## src/rtl/pipe_pkg.sv

```systemverilog
// Shared opcode constants, FSM encoding and structs for the fetch/decode slice.
package pipe_pkg;

   localparam logic [5:0] OP_RTYPE = 6'h00;
   localparam logic [5:0] OP_J     = 6'h02;
   localparam logic [5:0] OP_BNE   = 6'h05;
   localparam logic [5:0] OP_HALT  = 6'h3F;
   localparam logic [5:0] FN_JR    = 6'h08;

   typedef enum logic [1:0] {
      RUN     = 2'd0,
      BR_WAIT = 2'd1,
      HALT    = 2'd2
   } fsm_state_t;

   typedef struct packed {
      logic is_j;
      logic is_jr;
      logic is_br;
      logic is_halt;
   } ctl_class_t;

   typedef struct packed {
      fsm_state_t state;
      logic       br_taken;
   } fetch_dbg_t;

endpackage

```

## src/rtl/fetch_decode.sv

```systemverilog
// Combinational control-flow classifier for the instruction held in IF/ID.
module fetch_decode
   import pipe_pkg::*;
(
   input  logic [5:0] op_i,
   input  logic [5:0] funct_i,
   input  logic       valid_i,
   output ctl_class_t cls_o
);

   always_comb begin
      cls_o = '0;
      // An empty IF/ID slot never classifies as control flow.
      if (valid_i) begin
         cls_o.is_j    = (op_i == OP_J);
         cls_o.is_jr   = (op_i == OP_RTYPE) && (funct_i == FN_JR);
         cls_o.is_br   = (op_i == OP_BNE);
         cls_o.is_halt = (op_i == OP_HALT);
      end
   end

endmodule

```

## src/rtl/fetch_ctrl_unit.sv

```systemverilog
// IF/ID register plus the control-flow FSM that drives the PC register's redirect
// inputs; targets leave here unsummed, the PC register forms the branch sum.
module fetch_ctrl_unit
   import pipe_pkg::*;
#(
   parameter int PC_W   = 7,
   parameter int DATA_W = 32
) (
   input  logic              clk,
   input  logic              reset,
   input  logic [PC_W-1:0]   pc_in,
   output logic [PC_W-1:0]   imem_addr,
   input  logic [DATA_W-1:0] imem_rdata,
   input  logic              stall_in,
   input  logic              jr_hazard,
   input  logic [DATA_W-1:0] rs_data,
   input  logic              z_in,
   output logic [DATA_W-1:0] ifid_instr,
   output logic [PC_W-1:0]   ifid_pc,
   output logic              ifid_valid,
   output logic              id_issue,
   output logic              j,
   output logic              jr,
   output logic              br,
   output logic [DATA_W-1:0] j_adx,
   output logic [DATA_W-1:0] jr_adx,
   output logic [DATA_W-1:0] br_adx,
   output logic              pc_wr,
   output logic              halted,
   output fetch_dbg_t        dbg_o
);

   fsm_state_t        state_q, state_d;
   logic [DATA_W-1:0] ifid_instr_q;
   logic [PC_W-1:0]   ifid_pc_q;
   logic              ifid_valid_q;
   logic              halted_q;
   logic              halt_now;
   ctl_class_t        cls;

   fetch_decode u_dec (
      .op_i    (ifid_instr_q[31:26]),
      .funct_i (ifid_instr_q[5:0]),
      .valid_i (ifid_valid_q),
      .cls_o   (cls)
   );

   always_comb begin
      state_d  = state_q;
      pc_wr    = 1'b0;
      j        = 1'b0;
      jr       = 1'b0;
      br       = 1'b0;
      id_issue = 1'b0;
      halt_now = 1'b0;
      if (!reset) begin
         case (state_q)
            RUN: begin
               if (stall_in || (cls.is_jr && jr_hazard)) begin
                  state_d = RUN;
               end else if (cls.is_j) begin
                  j        = 1'b1;
                  pc_wr    = 1'b1;
                  id_issue = 1'b1;
               end else if (cls.is_jr) begin
                  jr       = 1'b1;
                  pc_wr    = 1'b1;
                  id_issue = 1'b1;
               end else if (cls.is_br) begin
                  // Wait one cycle so z_in is valid before redirecting.
                  state_d = BR_WAIT;
               end else if (cls.is_halt) begin
                  id_issue = 1'b1;
                  halt_now = 1'b1;
                  state_d  = HALT;
               end else begin
                  pc_wr    = 1'b1;
                  id_issue = ifid_valid_q;
               end
            end
            BR_WAIT: begin
               if (!stall_in) begin
                  br       = 1'b1;
                  pc_wr    = 1'b1;
                  id_issue = 1'b1;
                  state_d  = RUN;
               end
            end
            HALT:    state_d = HALT;
            default: state_d = RUN;
         endcase
      end
   end

   always_ff @(posedge clk) begin
      if (reset) begin
         state_q      <= RUN;
         ifid_instr_q <= '0;
         ifid_pc_q    <= '0;
         ifid_valid_q <= 1'b0;
         halted_q     <= 1'b0;
      end else begin
         state_q <= state_d;
         if (pc_wr) begin
            ifid_instr_q <= imem_rdata;
            ifid_pc_q    <= pc_in;
            ifid_valid_q <= 1'b1;
         end
         if (halt_now) begin
            halted_q     <= 1'b1;
            ifid_valid_q <= 1'b0;
         end
      end
   end

   assign imem_addr  = pc_in;
   assign ifid_instr = ifid_instr_q;
   assign ifid_pc    = ifid_pc_q;
   assign ifid_valid = ifid_valid_q;
   assign halted     = halted_q;
   assign j_adx      = {{(DATA_W-PC_W){1'b0}}, ifid_instr_q[PC_W-1:0]};
   assign jr_adx     = rs_data;
   assign br_adx     = {{(DATA_W-16){ifid_instr_q[15]}}, ifid_instr_q[15:0]};

   assign dbg_o.state    = state_q;
   assign dbg_o.br_taken = br & ~z_in;

endmodule

```

## config.mk

```make
export PLATFORM = sky130hd
export DESIGN_NAME = fetch_ctrl_unit
export DESIGN_NICKNAME = d
export VERILOG_FILES = /design/src/rtl/pipe_pkg.sv /design/src/rtl/fetch_decode.sv /design/src/rtl/fetch_ctrl_unit.sv
export SDC_FILE = /design/constraint.sdc
export NUM_CORES = 1
export LEC_CHECK = 0
export BUFFER_PORTS_ARGS = -buffer_cell sky130_fd_sc_hd__buf_2
export CELL_PAD_IN_SITES_DETAIL_PLACEMENT = 1
export CELL_PAD_IN_SITES_GLOBAL_PLACEMENT = 1
export CORE_UTILIZATION = 28
export DETAILED_ROUTE_END_ITERATION = 10
export PLACE_DENSITY = 0.95
export SYNTH_ARGS = -nofsm -noshare
export SYNTH_HDL_FRONTEND = slang
export SYNTH_SLANG_ARGS = --single-unit
```

## constraint.sdc

```tcl
create_clock -name clk -period 3.35 [get_ports clk]
set_clock_uncertainty 0.2 [all_clocks]
set_input_delay 0 -clock clk [delete_from_list [all_inputs] [get_ports clk]]
set_output_delay 0 -clock clk [all_outputs]
set_load 0.005 [all_outputs]
```

[Yosys cells after proc, flatten, opt, wreduce, memory -nomap -nowiden]
Index checks and enable logic that the tools add are counted.
Cells by class
  equal/unequal tests: 10
  muxes and demuxes: 41
  bitwise operators: 2
  reductions and logical operators: 7
Operators with widths (count)
  1-bit 2-to-1 mux: 31
  2-bit 2-to-1 mux: 6
  6-bit by 2-bit equality test with 1-bit output, second input constant: 1
  6-bit by 3-bit equality test with 1-bit output, second input constant: 1
  6-bit by 4-bit equality test with 1-bit output, second input constant: 1
  6-bit equality test, second input constant: 1
  6-bit logical NOT: 1
  3-bit != test, second input constant: 2
  2-bit case mux with 3 select lines: 1
  4-bit 2-to-1 mux: 1
  4-bit != test, second input constant: 1
  1-bit case mux with 2 select lines: 2
  4-bit AND reduction: 1
  2-bit by 1-bit equality test with 1-bit output, second input constant: 1
  2-bit equality test, second input constant: 1
  1-bit logical AND: 2
  2-bit logical NOT: 1
  2-bit != test, second input constant: 1
  2-bit OR reduction: 1
  1-bit AND: 1
  1-bit logical OR: 1
  1-bit NOT: 1
Storage, ports and cells
  register bits: 43
  bits of input ports: 76
  output and inout bits: 152

[Depth between registers and ports, before layout]
Gate-level depths: netlist (run 1).
  depth after elaboration: 11
  gate-level depth with buffers: 6
  gate-level depth less buffers: 4

[By module]
Synthesis (run 1) repeated with hierarchy kept, for this count alone.
Unflattened totals
  cell total of the unflattened synthesis: 321
  area total of the unflattened synthesis: 2919.0 um2
By module, submodules not included
  fetch_ctrl_unit: times used 1, cells an instance 310, area an instance 2846.5 um2, sequential area each 860.8 um2
  fetch_decode: times used 1, cells an instance 11, area an instance 72.6 um2, sequential area each 0.0 um2

[Worst setup path before layout (run 1)]
No wires, ideal clock.
  path kind: reg-to-reg
  from: register ifid_instr_q[1], in the netlist ifid_instr[1]
  to: register ifid_instr_q[28], in the netlist ifid_instr[28]
  arrival time: 2.070 ns
  path slack: 1.020 ns
  stages on the path, launching flop included: 7
  buffers on the path: 2
  clock period less this slack: 2.330 ns
  path through: dfxtp_1 > or4b_1 > or4_4 > buf_6 > a311oi_4 > buf_6 > a22o_1
Between the ends
  longest elaborated chain between the ends: 8
  elaborated cells between the ends (all ways): 10
  classes of those cells: eq/ne (1); mux (6); reduce/logical (3)
Ends and longest elaborated chain
  from (decl): RTL line fetch_ctrl_unit.sv:34  | logic [DATA_W-1:0] ifid_instr_q;
  from (signal assigned): RTL line fetch_ctrl_unit.sv:105  | ifid_instr_q <= imem_rdata;
  6-bit by 4-bit equality test with 1-bit output *: RTL line fetch_decode.sv:16  | cls_o.is_jr = (op_i == OP_RTYPE) && (funct_i == FN_JR);
  1-bit logical AND *: RTL line fetch_decode.sv:16
  4-bit 2-to-1 mux *: RTL line fetch_decode.sv:14  | if (valid_i) begin
  1-bit 2-to-1 mux / 1-bit logical AND (equally long branches): RTL line fetch_ctrl_unit.sv:65, fetch_ctrl_unit.sv:59
  1-bit 2-to-1 mux / 1-bit logical OR (equally long branches): RTL line fetch_ctrl_unit.sv:61, fetch_ctrl_unit.sv:59
  1-bit 2-to-1 mux *: RTL line fetch_ctrl_unit.sv:59  | if (stall_in || (cls.is_jr && jr_hazard)) begin
  1-bit case mux with 2 select lines *: RTL line fetch_ctrl_unit.sv:57  | case (state_q)
  1-bit 2-to-1 mux *: RTL line fetch_ctrl_unit.sv:56  | if (!reset) begin
Every way passes the cells marked *; elsewhere a longest branch is shown, timed or not.
A chain may end at the register's enable or synchronous reset.

[Worst setup path after layout (run 1)]
  from: register ifid_instr_q[27], in the netlist ifid_instr[27]
  to: output pc_wr
Between the ends
  longest elaborated chain between the ends: 9
  elaborated cells between the ends (all ways): 15
  classes of those cells: eq/ne (3); mux (8); reduce/logical (4)
Ends and longest elaborated chain
  6-bit equality test: RTL line fetch_decode.sv:18  | cls_o.is_halt = (op_i == OP_HALT);
  4-bit 2-to-1 mux *: RTL line fetch_decode.sv:14
  1-bit 2-to-1 mux: RTL line fetch_ctrl_unit.sv:72  | end else if (cls.is_halt) begin
  1-bit 2-to-1 mux: RTL line fetch_ctrl_unit.sv:69  | end else if (cls.is_br) begin
  1-bit 2-to-1 mux: RTL line fetch_ctrl_unit.sv:65  | end else if (cls.is_jr) begin
  1-bit 2-to-1 mux: RTL line fetch_ctrl_unit.sv:61  | end else if (cls.is_j) begin
  1-bit 2-to-1 mux *: RTL line fetch_ctrl_unit.sv:59
  1-bit case mux with 2 select lines *: RTL line fetch_ctrl_unit.sv:57
  1-bit 2-to-1 mux *: RTL line fetch_ctrl_unit.sv:56
  to (decl): RTL line fetch_ctrl_unit.sv:28  | output logic pc_wr,
Marked as above.

==> qor.txt, run 1 <==
flop2flop setup slack - 0.64 ns
mux contribution to synthesized area - 0.09959
Die Y - 100.5 um
share of cells above drive strength 1 - 0.3626
Worst R2R Path Depth - 5
top-area cell type share of the netlist area - 0.3172
Synth Area in Simple Gates - 0.1955
core area - 9328 um2
Hold Crit Depth - 3
Post CTS Setup Buffer Count - 0
DR pass1 iterations - 4
Synth area leader - dfxtp_1
initial antenna violation count - 0
Antenna Violating Nets Remaining - 0
# nets final - 497
IR Drop Worst-Case VDD - 0.1493 mV
reg2reg end - ifid_instr[25]
max incr delay on CP - 0.78 ns
Worst EP required - 3.15 ns
most frequent cells in the layout - 138 x buf_2, 72 x dlygate4sd3_1, 54 x nand2b_1
worst-margin pin slew - 0.9131 ns
final RePlAce weighted congestion - 0.7841
Hold Crit Class - input port to output pin
CTS buffer count - 5
die area - 10090 um2
Clock Path Buffers - 2
syn_area_per_cell - 9.200 um2
fin. max-slew vios - 0
GR Overflow Total - 0
vias in the first global route - 2362
register area share after synthesis - 0.3172
largest net degree at the start of global routing - 66
crit-path max FO - 13
CTS tree - done
unrepaired setup endpoints after global routing - no
commonest non-fill, non-tap cell in the layout - buf_2
drc violations - 0
routed via count - 2363
fin crit share - 0.8277
worst r2r src - ifid_instr[27]
Post-Synth Adder-Cell Area - 0
Leakage - 1.812 nW
largest cells by area after synthesis - dfxtp_1 32%, buf_4 28%, nand2b_1 12%, mux2i_1 10%, a22o_1 3.9%
largest family of logic cells by synthesized area - buffers and inverters
post-route minimum period - 2.773 ns
via-per-instance ratio - 4.289
compound-gate portion of the synthesized area - 0.07515
HP Start - z_in
critical path data arrival time - 2.57 ns
root buf cell - clkbuf_8
Starting DRT DRC Count - 27
Hold Violations, Final - 0
die extent in x - 100.5 um
Starting Density - 0.2909
flop and latch count out of synthesis - 43
critical path class - flip-flop to output pin
cell count after synthesis - 295
H-Tree Depth - 2
Hold Slack - 0.02673 ns
slowest CP cell - nor4_1
CTS Sinks - 43
Worst Hold End - dbg_o[0]
Max-Cap Viols - 0
Slew HR - 0.3912
first-pass GRT wire length - 11.91 mm
Diodes inserted - 0
Total GRT Usage - 0.1506
status - completed
endpoints failing setup - 0
# fillers - 1106
Pwr Density - 336.5 nW/um2
Mapped Area - 2714 um2
fmax - 360.6 MHz
CP Launch Type - flip-flop
Crit. End Element - output pin
Port-buffer cells - 138
DP HPWL - 4.686 mm
Fin Setup TNS - 0 ns
crit-path cells - or4_4, nor4_1, a2111oi_4, buf_2
Post-Synth XOR/XNOR Area - 0
number of distinct library cells after synthesis - 34
WL/cell - 14.43 um
row count - 35
I/O pin count - 228
CTS clk-pin slew, worst paths - 0.09 ns
Layout area overhead - 35.55%
worst skew pair latency - 0.29 ns
Ys Warns - 0
Total Wirelength - 7.953 mm
==> through the flow <==
step	power [mW]	utilization	setup WS [ns]	cells	cell area, um2
final	1.238	0.3944	0.5772	551	3679
after detailed placement	0.7977	0.3046	0.7552	471	2841
after floorplan	0.7817	-	1.020	319	2804
after CTS	1.256	0.3930	0.6355	551	3666
after global routing	1.315	0.3944	0.4200	551	3679
after global placement	0.7872	0.3046	0.8144	471	2841
==> sequential cells by signal (all words and copies together) (netlist names) <==
name        cells
ifid_pc         7
halted          1
state_q         2
ifid_valid      1
ifid_instr     32
==> Yosys cell counts <==
| cell | number |
|---|---|
| or3b_1 | 1 |
| or4_4 | 2 |
| inv_1 | 1 |
| a2111oi_0 | 1 |
| nand4_1 | 1 |
| a211oi_1 | 2 |
| buf_2 | 3 |
| a21o_1 | 1 |
| a22o_1 | 12 |
| a311oi_1 | 2 |
| conb_1 | 1 |
| or4b_1 | 1 |
| or2_2 | 1 |
| mux2i_1 | 27 |
| or4bb_1 | 1 |
| buf_4 | 103 |
| a311oi_4 | 1 |
| nand2b_1 | 54 |
| nand2_1 | 1 |
| a31oi_1 | 3 |
| clkbuf_1 | 8 |
| or4_1 | 2 |
| nor2_1 | 5 |
| nor3b_1 | 2 |
| or3_1 | 1 |
| nor3_1 | 5 |
| nand3_1 | 2 |
| nor4_1 | 2 |
| dfxtp_1 | 43 |
| buf_6 | 2 |
| nor4b_1 | 1 |
| a21oi_1 | 1 |
| nor2b_1 | 1 |
| or2_1 | 1 |
==> per-layer routing <==
metal | wire length (um) | vias up | GRT usage
met2 | 4612 | 133 | 0.3188
met4 | 54 | 0 | 0.03122
met5 | 0 | - | 0
met3 | 519 | 4 | 0.03537
li1 | - | 1107 | -
met1 | 2767 | 1119 | 0.1436
==> power breakdown <==
| part | total, mW | internal, mW | switching (mW) |
|---|---|---|---|
| combinational | 0.288 | 0.166 | 0.123 |
| sequential | 0.574 | 0.543 | 0.0310 |
| clock | 0.376 | 0.188 | 0.188 |
| total | 1.24 | 0.896 | 0.342 |
==> critical path, delay by kind of cell (launching register included) <==
family	cells	cell delay, ns
AOI/OAI and AO/OA	1	0.31
buffers and inverters	1	0.22
DFF	1	0.39
and+or+nand+nor	2	1.36
==> cells by family (layout without fill, tap and decap cells) <==
| logic type | count (synthesis) | after routing |
|---|---|---|
| simple gates | 84 | 84 |
| flops | 43 | 43 |
| buf+inv | 117 | 220 |
| other cells | 1 | 25 |
| mux | 27 | 27 |
| compound gates | 23 | 23 |
==> how the worst max path moves through the flow <==
stage	endpoint	from
after detailed placement	ifid_instr[3]	ifid_instr[1]
after CTS	pc_wr	ifid_instr[29]
final	pc_wr	ifid_instr[27]
after floorplan	ifid_instr[28]	ifid_instr[1]
after global routing	pc_wr	ifid_instr[27]
after global placement	ifid_instr[3]	ifid_instr[1]
==> final cells by class <==
type	count	area, um2	share of cell area
timing repair buffer	211	1419	0.3857
multi-input combinational	159	1130	0.3071
sequential	43	860.8	0.2340
tap	129	161.4	0.04388
clock buffer	7	96.34	0.02619
clock inverter	1	7.507	0.002041
inverter	1	3.754	0.001020
==> what timing repair did <==
action / 4_1_cts / 5_1_grt
gates resized for setup: 0 / 0
hold buffers: 72 / 0
hold endpoints to repair: 77 / 0
endpoints found under the setup margin: 0 / 0
(Power assumes the default switching activity.)
==> inputs of run 2 (changes only) <==
Settings changed: ABC_AREA from default to 1, CORE_UTILIZATION 28 to 22, PLACE_DENSITY 0.95 to 0.87.
Clock period 3.35 ns to 2.2 ns, I/O delays scaled along.
==> qor.txt, run 2 <==
switching share of power - 0.2741 (-0.001889)
largest net degree at the start of global routing - 33 (-50%)
Antenna Violating Nets Remaining - 0 (unchanged)
count leader, synth - buf_4
Hold Violations, Final - 0 (unchanged)
initial antenna violation count - 0 (unchanged)
crit-path max FO - 6 (-7)
largest cells by area after synthesis - dfxtp_1 33%, buf_4 30%, nand2_1 11%, nand4_1 10%, buf_6 2.1%
WL/cell - 14.87 um (+3.0%)
Port-buffer cells - 138 (unchanged)
root buf cell - clkbuf_16
register area share after synthesis - 0.3273 (+0.01011)
Post CTS Setup Buffer Count - 0 (unchanged)
Post-synth top flop - dfxtp_1
# fillers - 1382 (+25%)
Layout area overhead - 41.06%
row count - 39 (+11%)
Mapped Area - 2630 um2 (-3.1%)
share of cells above drive strength 1 - 0.3795 (+0.01697)
Clock power frac - 0.381 (+0.077)
fmax - 473.7 MHz
CTS buffer count - 5 (unchanged)
Worst Slack Setup Final - 0.08889 ns (-0.4883 ns)
first-pass GRT wire length - 13.54 mm (+14%)
Clock Path Buffers - 2 (unchanged)
vias in the first global route - 2590 (+9.7%)
endpoints failing setup - 0 (unchanged)
H-Tree Depth - 2 (unchanged)
GR Overflow Total - 0 (unchanged)
final RePlAce weighted congestion - 0.7145 (-8.9%)
syn_area_per_cell - 7.851 um2 (-15%)
DR pass1 iterations - 7 (+3)
# nets final - 544 (+9.5%)
asr flop ratio synth - 0 (unchanged)
Hold Crit Class - input port to output pin
post-route minimum period - 2.111 ns
drc violations - 38 (+38)
Synth top cells by count - 106 x buf_4, 78 x nand2_1, 43 x dfxtp_1, 42 x nand4_1, 9 x nand2_2
commonest non-fill, non-tap cell in the layout - buf_2
Total GRT Usage - 0.1430 (-0.007669)
die extent in x - 111.3 um (+11%)
Worst EP required - 2.18 ns (-0.97 ns)
Synth area leader - dfxtp_1
CTS tree - done
critical path class - flip-flop to flip-flop
Crit. End Element - flip-flop
CP Launch Type - flip-flop
Max-Cap Viols - 0 (unchanged)
flop and latch count out of synthesis - 43 (unchanged)
sequential share of power - 0.412 (-0.051)
Ys Warns - 0 (unchanged)
Starting Density - 0.2284 (-0.06257)
via-per-instance ratio - 4.273 (-0.37%)
number of flip-flops under the largest register name - 32 (unchanged)
most frequent cells in the layout - 138 x buf_2, 78 x nand2_1, 76 x dlygate4sd3_1
core area - 11520 um2 (+23%)
Diodes inserted - 0 (unchanged)
routed via count - 2615 (+11%)
Area after DPL - 2775 um2 (-2.3%)
violated checks - design-rule violations
fin crit share - 0.9596
status - finished, violations left
Gate power share - 0.208 (-0.025)
critical path data arrival time - 2.09 ns (-0.48 ns)
flop2flop setup slack - 0.09 ns (-0.55 ns)
Pint - 1.544 mW (+72%)
worst skew pair latency - 0.29 ns (about the same)
Leakage - 1.958 nW (+8.1%)
die area - 12400 um2 (+23%)
final instance area - 3710 um2 (+0.85%)
IR Drop Worst-Case VDD - 0.3229 mV (+120%)
number of distinct library cells after synthesis - 24 (-29%)
Pwr Density - 573.3 nW/um2 (+70%)
CTS clk-pin slew, worst paths - 0.06 ns (-0.03 ns)
Starting DRT DRC Count - 115 (+330%)
CTS Sinks - 43 (unchanged)
pre-CTS setup slack - 0.3137 ns (-0.4414 ns)
Die Y - 111.3 um (+11%)
top-area cell type share of the netlist area - 0.3273 (+0.01011)
Psw - 582.9 uW (+71%)
Total Wirelength - 9.100 mm (+14%)
I/O pin count - 228 (unchanged)
Fin Setup TNS - 0 ns (unchanged)
fin. max-slew vios - 0 (unchanged)
unrepaired setup endpoints after global routing - no
Post-synth EDFFs - 0 (unchanged)
DP HPWL - 5.644 mm (+20%)
cell count after synthesis - 335 (+14%)
run 2: cell types whose count changed in the layout (fill, tap and decap cells not counted), sizes merged, moves of 4 or more:
| cell | before | now |
|---|---|---|
| nand2 | 1 | 87 |
| nand2b | 54 | 0 |
| nand4 | 1 | 43 |
| mux2i | 27 | 0 |
| a22o | 12 | 0 |
| nor2 | 5 | 15 |
| buf | 139 | 146 |
| a21oi | 1 | 6 |
| inv | 1 | 6 |
| nand3 | 2 | 7 |
| dlygate4sd3 | 72 | 76 |
| or4 | 4 | 0 |
run 2: power groups by stage:
| stage | Combinational [mW] | Sequential [mW] | Clock (mW) |
|---|---|---|---|
| 4_1_cts | 0.434 | 0.874 | 0.850 |
| 3_5_place_dp | 0.321 | 0.892 | 0 |
| 2_1_floorplan | 0.292 | 0.890 | 0 |
| 3_3_place_gp | 0.312 | 0.887 | 0 |
| 6_report | 0.442 | 0.876 | 0.810 |
| 5_1_grt | 0.483 | 0.883 | 0.873 |
run 2: path summary, 6_finish.rpt:
check                      start  cells past startpoint        endpoint
setup / recovery  ifid_instr[27]                      9      state_q[1]
setup reg to reg  ifid_instr[27]                      9      state_q[1]
hold / removal              z_in                      3        dbg_o[0]
hold reg to reg   ifid_instr[23]                      2  ifid_instr[23]
run 2: layout make-up:
type	instances	area (um2)	area share
clock buffers	8	156.4	0.04216
inverters	8	30.03	0.008094
multi-input cells	188	957.2	0.2580
flip-flops and latches	43	863.3	0.2327
well taps	143	178.9	0.04823
repair buffers	222	1524	0.4108
run 2: logic make-up after synthesis:
family                 after synthesis  synth area share
other                                1          0.001426
and+or+nand+nor                    157            0.3068
AOI/OAI and AO/OA                    6           0.01570
DFF                                 43            0.3273
buffers and inverters              128            0.3487
run 2: metal layers:
layer	GRT usage	vias up	share of wire
met4	0.05045	0	0.017
met2	0.2804	146	0.55
li1	-	1230	-
met5	0	-	0
met1	0.1416	1225	0.36
met3	0.04137	14	0.074
run 2: through the flow:
step	std cells	total power, mW	utilization	hold slack (ns)
after floorplan	359	1.183	-	-0.1658
after global placement	528	1.200	0.2410	-0.2000
after detailed placement	528	1.213	0.2410	-0.2000
after CTS	612	2.159	0.3206	0.02792
after global routing	612	2.239	0.3221	0.06573
final	612	2.127	0.3221	0.06153
run 2: critical path, stage by stage (launching register included):
cell           delay [ns]
dfxtp_1              0.37
nor2_2               0.15
nand2_1              0.11
nor2_4               0.15
nand3_4              0.12
nand3b_1             0.13
a21oi_1              0.09
nand3_1              0.08
nor2_1               0.04
dlygate4sd3_1        0.56
run 2: timing repair:
action | CTS | global route
gates resized for setup | 0 | 5
hold buffers | 76 | 0
setup endpoints to repair | 0 | 1
endpoints found under the hold margin | 81 | 0
==> inputs of run 3 (changes only) <==
Settings changed: SETUP_SLACK_MARGIN from default to 0.4.
==> qor.txt, run 3 (synthesis results as in run 2) <==
routed via count - 2702 (+3.3%)
Worst Hold End - dbg_o[0]
largest net degree at the start of global routing - 21 (-36%)
Core Util, Final - 0.3569 (+0.03477)
pre-CTS setup slack - 0.3137 ns (unchanged)
worst path buffer plus inverter count - 3 (+2)
Worst EP required - 2.00 ns (-0.18 ns)
H-Tree Depth - 2 (unchanged)
Hold Slack - 0.04339 ns (-0.01815 ns)
fmax - 546.9 MHz (+15%)
Pwr Density - 541.8 nW/um2 (-5.5%)
Gate power share - 0.243 (+0.035)
worst skew pair latency - 0.30 ns (about the same)
violated checks - design-rule violations
max incr delay on CP - 0.36 ns (-0.20 ns)
CTS clk-pin slew, worst paths - 0.06 ns (about the same)
CTS buffer count - 5 (unchanged)
Starting DRT DRC Count - 133 (+16%)
Leakage - 2.184 nW (+12%)
Hold Crit Class - input port to output pin
status - finished, violations left
initial antenna violation count - 0 (unchanged)
Total Power - 2.227 mW (+4.7%)
GR Overflow Total - 0 (unchanged)
DP HPWL - 5.644 mm (unchanged)
Fin Setup TNS - 0 ns (unchanged)
Diodes inserted - 0 (unchanged)
Clock power frac - 0.363 (-0.018)
via-per-instance ratio - 4.296 (+0.53%)
IR Drop Worst-Case VDD - 0.3220 mV (-0.26%)
Clock Path Buffers - 2 (unchanged)
Max-Cap Viols - 0 (unchanged)
critical path data arrival time - 1.63 ns (-0.46 ns)
unrepaired setup endpoints after global routing - yes
Psw - 623.3 uW (+6.9%)
switching share of power - 0.2799 (+0.005854)
die area - 12400 um2 (unchanged)
Largest delay share family, worst path - simple AND/OR/NAND/NOR gates
first-pass GRT wire length - 14.13 mm (+4.4%)
Layout area overhead - 56.28%
most frequent cells in the layout - 137 x buf_2, 74 x dlygate4sd3_1, 53 x nand2_1
post-route minimum period - 1.828 ns (-0.2826 ns)
Antenna Violating Nets Remaining - 0 (unchanged)
vias in the first global route - 2662 (+2.8%)
Total GRT Usage - 0.1497 (+0.006735)
Hold Violations, Final - 0 (unchanged)
sequential share of power - 0.393 (-0.019)
Die Y - 111.3 um (unchanged)
Pint - 1.604 mW (+3.8%)
crit-path cells - nand2_4, inv_2, nand3_4, nor2_4, nor2_4, nand4_4, a21oi_4, buf_12, buf_6
core area - 11520 um2 (unchanged)
I/O pin count - 228 (unchanged)
drc violations - 38 (unchanged)
die extent in x - 111.3 um (unchanged)
reg2reg end - ifid_valid
Area after DPL - 2775 um2 (unchanged)
Worst R2R Path Depth - 12 (+3)
slowest CP cell - dfxtp_4
final instance area - 4110 um2 (+11%)
critical path class - flip-flop to output pin
commonest non-fill, non-tap cell in the layout - buf_2
DR pass1 iterations - 7 (unchanged)
Hold Crit Depth - 3 (unchanged)
most numerous cell on the critical path - nor2_4
final non-filler cell total - 629 (+2.8%)
Total Wirelength - 9.911 mm (+8.9%)
fin crit share - 0.8311 (-0.1285)
Starting Density - 0.2284 (unchanged)
flop2flop setup slack - 0.42 ns (+0.33 ns)
fin. max-slew vios - 0 (unchanged)
number of flip-flops under the largest register name - 32 (unchanged)
endpoints failing setup - 0 (unchanged)
worst r2r src - ifid_instr[26]
# nets final - 561 (+3.1%)
Port-buffer cells - 138 (unchanged)
share of cells above drive strength 1 - 0.4774 (+0.09784)
row count - 39 (unchanged)
CTS tree - done
root buf cell - clkbuf_16
final RePlAce weighted congestion - 0.7145 (unchanged)
Crit. End Element - output pin
CP Launch Type - flip-flop
Worst Slack Setup Final - 0.3715 ns (+0.2826 ns)
CTS Sinks - 43 (unchanged)
HP Start - z_in
WL/cell - 15.76 um (+6.0%)
placed cells - 528 (unchanged)
crit-path max FO - 4 (-2)
==> run 3: power by group through the flow <==
stage | Sequential (mW) | Clock [mW] | Combinational [mW]
final | 0.876 | 0.809 | 0.542
after global routing | 0.883 | 0.873 | 0.585
after CTS | 0.874 | 0.850 | 0.478
after detailed placement | 0.892 | 0 | 0.321
after global placement | 0.887 | 0 | 0.312
after floorplan | 0.890 | 0 | 0.292
==> run 3: tightest hold or removal path, cell delays in order <==
cell	delay [ns]
buf_2	0.09
nor3_1	0.04
buf_2	0.11
==> run 3: what timing repair did <==
item	4_1_cts	5_1_grt
hold endpoints to repair	81	0
setup endpoints to repair	41	41
hold buffers	74	0
pin swaps	7	5
cloned	1	2
buffers inserted	12	4
gates resized for setup	26	49
==> run 3: cell type report <==
class,instances,area [um2]
tap,143,178.9
multi-input combinational,188,1096
fill,1366,7406
clock buffer,8,156.4
sequential,43,885.9
timing repair buffer,239,1763
inverter,8,30.03
==> run 3: layer usage <==
metal  global-route usage  share of wire  routed length [um]
met1               0.1506           0.37                3665
met2               0.2933           0.55                5405
met3              0.04083          0.069                 681
met4              0.05135          0.016                 158
met5                    0              0                   0
==> run 3: worst max-delay path by stage <==
stage | endpoint | depth (start not counted) | startpoint | slack (ns)
global placement | ifid_instr[21] | 9 | ifid_instr[27] | 0.41
detailed placement | ifid_instr[7] | 8 | ifid_instr[27] | 0.31
global route | pc_wr | 7 | ifid_valid | 0.27
finish | pc_wr | 9 | ifid_instr[26] | 0.37
floorplan | ifid_instr[15] | 9 | ifid_instr[30] | 0.61
CTS | pc_wr | 9 | ifid_instr[26] | 0.35
